## src/rtl/moore_seq_decoder.sv

```systemverilog
// Receiver-side decoder for the 6-state Moore sequence encoder: tracks the encoder
// state from its 2-bit symbols, recovers the serial bits, packs them into words.
module moore_seq_decoder #(
  parameter int WORD_W    = 8,
  parameter int ERR_CNT_W = 8
) (
  input  logic                 clk,
  input  logic                 rst,
  input  logic                 sym_valid,
  input  logic [1:0]           sym,
  output logic                 bit_out,
  output logic                 bit_valid,
  output logic [WORD_W-1:0]    word_out,
  output logic                 word_valid,
  output logic                 locked,
  output logic                 err,
  output logic [ERR_CNT_W-1:0] err_cnt,
  output logic [2:0]           state
);

  localparam int CNT_W = $clog2(WORD_W + 1);

  typedef enum logic {
    HUNT  = 1'b0,
    TRACK = 1'b1
  } phase_t;

  typedef enum logic [2:0] {
    S0 = 3'd0,
    S1 = 3'd1,
    S2 = 3'd2,
    S3 = 3'd3,
    S4 = 3'd4,
    S5 = 3'd5
  } enc_state_t;

  // Stream handshake: sym is consumed on every rising edge where sym_valid=1;
  // there is no backpressure, and sym is ignored whenever sym_valid=0.

  phase_t                 phase_q, phase_d;
  enc_state_t             st_q, st_d;
  logic                   bit_q, bit_d;
  logic                   bit_valid_q, bit_valid_d;
  logic [WORD_W-1:0]      shift_q, shift_d;
  logic [CNT_W-1:0]       cnt_q, cnt_d;
  logic [WORD_W-1:0]      word_q, word_d;
  logic                   word_valid_q, word_valid_d;
  logic                   err_q, err_d;
  logic [ERR_CNT_W-1:0]   err_cnt_q, err_cnt_d;

  logic                   dec_legal;
  logic                   dec_bit;
  enc_state_t             dec_next;
  logic [WORD_W-1:0]      shifted;

  // Symbol decode table for the tracked encoder state.
  always_comb begin
    dec_legal = 1'b0;
    dec_bit   = 1'b0;
    dec_next  = S0;
    case (st_q)
      S0: begin
        if (sym == 2'b01)      begin dec_legal = 1'b1; dec_bit = 1'b0; dec_next = S1; end
        else if (sym == 2'b11) begin dec_legal = 1'b1; dec_bit = 1'b1; dec_next = S2; end
      end
      S1: begin
        if (sym == 2'b10)      begin dec_legal = 1'b1; dec_bit = 1'b0; dec_next = S4; end
        else if (sym == 2'b00) begin dec_legal = 1'b1; dec_bit = 1'b1; dec_next = S5; end
      end
      S2: begin
        if (sym == 2'b01)      begin dec_legal = 1'b1; dec_bit = 1'b0; dec_next = S1; end
        else if (sym == 2'b10) begin dec_legal = 1'b1; dec_bit = 1'b1; dec_next = S3; end
      end
      S3: begin
        if (sym == 2'b01)      begin dec_legal = 1'b1; dec_bit = 1'b0; dec_next = S1; end
        else if (sym == 2'b11) begin dec_legal = 1'b1; dec_bit = 1'b1; dec_next = S0; end
      end
      S4: begin
        if (sym == 2'b10)      begin dec_legal = 1'b1; dec_bit = 1'b0; dec_next = S4; end
        else if (sym == 2'b00) begin dec_legal = 1'b1; dec_bit = 1'b1; dec_next = S5; end
      end
      S5: begin
        if (sym == 2'b10)      begin dec_legal = 1'b1; dec_bit = 1'b0; dec_next = S3; end
        else if (sym == 2'b11) begin dec_legal = 1'b1; dec_bit = 1'b1; dec_next = S0; end
      end
      default: begin
        dec_legal = 1'b0;
      end
    endcase
  end

  assign shifted = {shift_q[WORD_W-2:0], dec_bit};

  always_comb begin
    phase_d      = phase_q;
    st_d         = st_q;
    bit_d        = bit_q;
    bit_valid_d  = 1'b0;
    shift_d      = shift_q;
    cnt_d        = cnt_q;
    word_d       = word_q;
    word_valid_d = 1'b0;
    err_d        = 1'b0;
    err_cnt_d    = err_cnt_q;
    if (sym_valid) begin
      case (phase_q)
        HUNT: begin
          // Only the S0 sync symbol is meaningful while hunting.
          if (sym == 2'b11) begin
            phase_d = TRACK;
            st_d    = S0;
          end
        end
        TRACK: begin
          if (dec_legal) begin
            st_d        = dec_next;
            bit_d       = dec_bit;
            bit_valid_d = 1'b1;
            shift_d     = shifted;
            if (cnt_q == CNT_W'(WORD_W - 1)) begin
              word_d       = shifted;
              word_valid_d = 1'b1;
              cnt_d        = '0;
            end else begin
              cnt_d = cnt_q + 1'b1;
            end
          end else begin
            err_d   = 1'b1;
            phase_d = HUNT;
            st_d    = S0;
            shift_d = '0;
            cnt_d   = '0;
            if (err_cnt_q != {ERR_CNT_W{1'b1}}) begin
              err_cnt_d = err_cnt_q + 1'b1;
            end
          end
        end
        default: begin
          phase_d = HUNT;
          st_d    = S0;
        end
      endcase
    end
  end

  always_ff @(posedge clk) begin
    if (rst) begin
      phase_q      <= HUNT;
      st_q         <= S0;
      bit_q        <= 1'b0;
      bit_valid_q  <= 1'b0;
      shift_q      <= '0;
      cnt_q        <= '0;
      word_q       <= '0;
      word_valid_q <= 1'b0;
      err_q        <= 1'b0;
      err_cnt_q    <= '0;
    end else begin
      phase_q      <= phase_d;
      st_q         <= st_d;
      bit_q        <= bit_d;
      bit_valid_q  <= bit_valid_d;
      shift_q      <= shift_d;
      cnt_q        <= cnt_d;
      word_q       <= word_d;
      word_valid_q <= word_valid_d;
      err_q        <= err_d;
      err_cnt_q    <= err_cnt_d;
    end
  end

  assign bit_out    = bit_q;
  assign bit_valid  = bit_valid_q;
  assign word_out   = word_q;
  assign word_valid = word_valid_q;
  assign locked     = (phase_q == TRACK);
  assign err        = err_q;
  assign err_cnt    = err_cnt_q;
  assign state      = st_q;

endmodule

```

## config.mk

```make
export PLATFORM = sky130hd
export DESIGN_NAME = moore_seq_decoder
export DESIGN_NICKNAME = d
export VERILOG_FILES = /design/src/rtl/moore_seq_decoder.sv
export SDC_FILE = /design/constraint.sdc
export NUM_CORES = 1
export LEC_CHECK = 0
export CAP_MARGIN = 20
export CORE_MARGIN = 2
export CORE_UTILIZATION = 55
export DETAILED_ROUTE_END_ITERATION = 10
export PLACE_DENSITY = 0.92
export REMOVE_ABC_BUFFERS = 1
export SYNTH_ARGS = -nofsm -noshare
export SYNTH_HDL_FRONTEND = slang
export SYNTH_SLANG_ARGS = --single-unit
export TNS_END_PERCENT = 5
```

## constraint.sdc

```tcl
create_clock -name clk -period 3.2 [get_ports clk]
set_input_delay 0.32 -clock clk [delete_from_list [all_inputs] [get_ports clk]]
set_output_delay 0.32 -clock clk [all_outputs]
set_load 0.01 [all_outputs]
```

==> results.md <==
- Status: finished, final reports clean
- Max transition margin: 51.91%
- Clock skew after layout: 0.01262 ns
- CTS Hold Buffers Added: 0
- Vias: 1,511
- Final setup violation count: 0
- Worst Setup End Kind: register
- Post-synthesis sequential area ratio: 40.32%
- Crit path max-delay family: buffers and inverters
- Avg Inst Size Synth: 8.867 um^2
- Worst Setup EP: err_cnt[6]
- TritonCTS clock tree: built
- Worst EP required: 3.43 ns
- Starting density of the core: 57.40%
- Critical-path cell list: clkdlybuf4s50_1, inv_1, ha_1, o21bai_1, a221o_1, nand3b_4, nor4_1, mux2_1
- Port Buffers: 28
- CP arrival: 2.82 ns
- Initial antenna violation count: 0
- Fin. Hold Viols: 0
- Reg2reg start: state[0]
- Die Y: 60.21 um
- # IOs: 29
- Final instance area: 2090 um^2
- Fin Setup TNS: 0 ns
- Postcts setup bufs: 0
- Final period utilization: 80.82%
- Insertion delay of the later-clocked pin in the worst-skew pair: 0.34 ns
- CP peak stage delay: 0.64 ns
- Layout cells sized above 1: 8.520%
- Max Clk Rate: 386.7 MHz
- Unique cell type count in the Yosys netlist: 41
- CTS resizes: 0
- Placed Area: 2032 um^2
- Worst Max-Slew Pin Slew: 0.7206 ns
- Post-synth EDFFs: 0
- Root buffer cell: clkbuf_4
- WP buf/inv: 2
- Core region area: 3028 um^2
- Max Cap Viol: 0
- Tot GR Track Use: 22.00%
- Wire length after detailed routing: 3.560 mm
- Number of diodes: 0
- Clock sinks: 35
- Slowest CP cell: clkdlybuf4s50_1
- Total gr overflow: 0
- Site row count: 20
- Main synth FF type: dfxtp_1
- Starting DRT DRC Count: 65
- FF+latch count, synth: 35
- Area growth from synthesis to layout: 20.23%
- Wire per inst: 13.33 um
- Ys Warns: 0
- Setup repair after global routing missed its margin: false
- Clock Path Buffers: 2
- Startpoint types: input pin
- First-pass GRT wire length: 5.982 mm
- Min Tclk post-route: 2.586 ns
- Hold WC Path Type: reg2reg
- Cell Area, Synth: 1738 um^2
- LEAKAGE: 0.0007357 uW
- Reg2Reg Depth: 5
- Clock slew at reported path FFs: 0.11 ns
- Largest net degree at the start of global routing: 24
- Die area: 3625 um^2
- H-tree Lvls: 2
- Final HPWL DP: 2.478 mm
- Pre-antenna DRT Iters: 4
- Ys async rst share: 0%
- Pwr/cell area: 348.3 nW/um^2
- Mapped Cells: 196
- Drt via density: 5.659
- Crit path depth: 8
- Final Max Slew Viols: 0
- Hold Path Stages: 2
- # DRC: 0
- Final #Nets: 234
- Die width: 60.21 um
- Vias in the first global route: 1,378
- Max VDD drop: 0.1821 mV
- GP Congestion: 0.8241
- CTS buffer count: 5
- Critical path class: in2reg
- Source of the critical timing path: sym[1]
- FF-to-FF setup slack: 0.95 ns
- Worst-path fanout max: 19
- Worst r2r dst: word_out[7]
- Final ANT Viol Nets: 0
-- state kept, by name, summed over array words and instances (netlist names) --
name        cells
err_cnt         8
word_out        8
shift_q         7
cnt_q           4
state           3
bit_out         1
bit_valid       1
err             1
locked          1
word_valid      1
-- layout by cell type, fill, tap and decap left out, types with 5 or more instances in the layout --
cell / n
a21oi_1: 11
clkbuf_4: 5
clkdlybuf4s50_1: 28
dfxtp_1: 35
ha_1: 7
inv_1: 6
mux2i_1: 11
nand2_1: 33
nand3_1: 9
nor2_1: 7
nor3_1: 5
o21ai_0: 10
-- layer usage --
layer	share of wire (%)	vias to the layer above	GRT usage (%)	routed length, um
met5	0	-	0	0
met4	1.3	0	7.302	46
met3	4.3	7	6.061	153
met2	46	37	36.96	1655
met1	48	707	26.99	1704
li1	-	760	-	-
-- how the worst min path moves through the flow --
stage	slack (ns)	from	to
3_3_place_gp	0.44	shift_q[4]	shift_q[4]
6_report	0.46	shift_q[2]	shift_q[2]
2_1_floorplan	0.39	rst	cnt_q[3]
5_1_grt	0.48	word_out[5]	word_out[5]
3_5_place_dp	0.45	shift_q[5]	shift_q[5]
4_1_cts	0.46	shift_q[2]	shift_q[2]
-- kinds of logic (layout without fill, tap and decap cells) --
logic type                 count (synthesis)  count (layout)  share of synthesized area [%]
buffers and inverters                     16              43                          4.103
muxes                                     16              16                          9.575
AOI/OAI and AO/OA                         41              41                          16.56
and+or+nand+nor                           81              81                          24.41
DFF                                       35              35                          40.32
adders and majority gates                  7               7                          5.039
-- where the power goes --
group / internal [uW] / leakage (uW) / switching [uW]
Clock: 83.8 / 0.0000272 / 149
Sequential: 437 / 0.000282 / 2.30
Combinational: 21.1 / 0.000427 / 34.0
Total: 542 / 0.000736 / 186
-- synthesized netlist by cell type (4+ instances only) --
library cell / number / area, um^2
and2_1: 4 / 25.02
nand2_1: 33 / 123.9
ha_1: 7 / 87.58
clkbuf_1: 6 / 22.52
inv_1: 6 / 22.52
o21ai_0: 10 / 50.05
nor3_1: 5 / 25.02
nand3_1: 9 / 45.04
a21oi_1: 11 / 55.05
mux2_2: 4 / 45.04
dfxtp_1: 35 / 700.7
o31ai_1: 4 / 30.03
nor2_1: 7 / 26.28
mux2i_1: 11 / 110.1
-- worst min-delay path, delay by kind of cell (launching register included) --
| kind | cells | cell delay (ns) |
|---|---|---|
| DFF | 1 | 0.33 |
| and+or+nand+nor | 1 | 0.05 |
| AOI/OAI and AO/OA | 1 | 0.05 |
-- final cells by class --
cell class,count,area [um^2]
repair buffers,29,287.8
clock inverters,3,20.02
well taps,44,55.05
fillers,264,938.4
multi-input cells,145,965.9
clock buffers,5,37.54
inverters,6,22.52
flip-flops and latches,35,700.7
-- through the flow --
step	hold WS [ns]	instances	power [uW]	setup WS, ns	utilization, %
finish	0.4609	267	727.8	0.6138	69.01
global route	0.4820	267	760.7	0.4858	69.01
CTS	0.4647	267	737.0	0.6244	69.01
detailed placement	0.4464	259	504.5	0.2463	67.11
global placement	0.4353	259	503.1	0.4157	67.11
floorplan	0.3891	186	481.1	1.177	-
No activity file was read; power rests on OpenSTA's default activity.
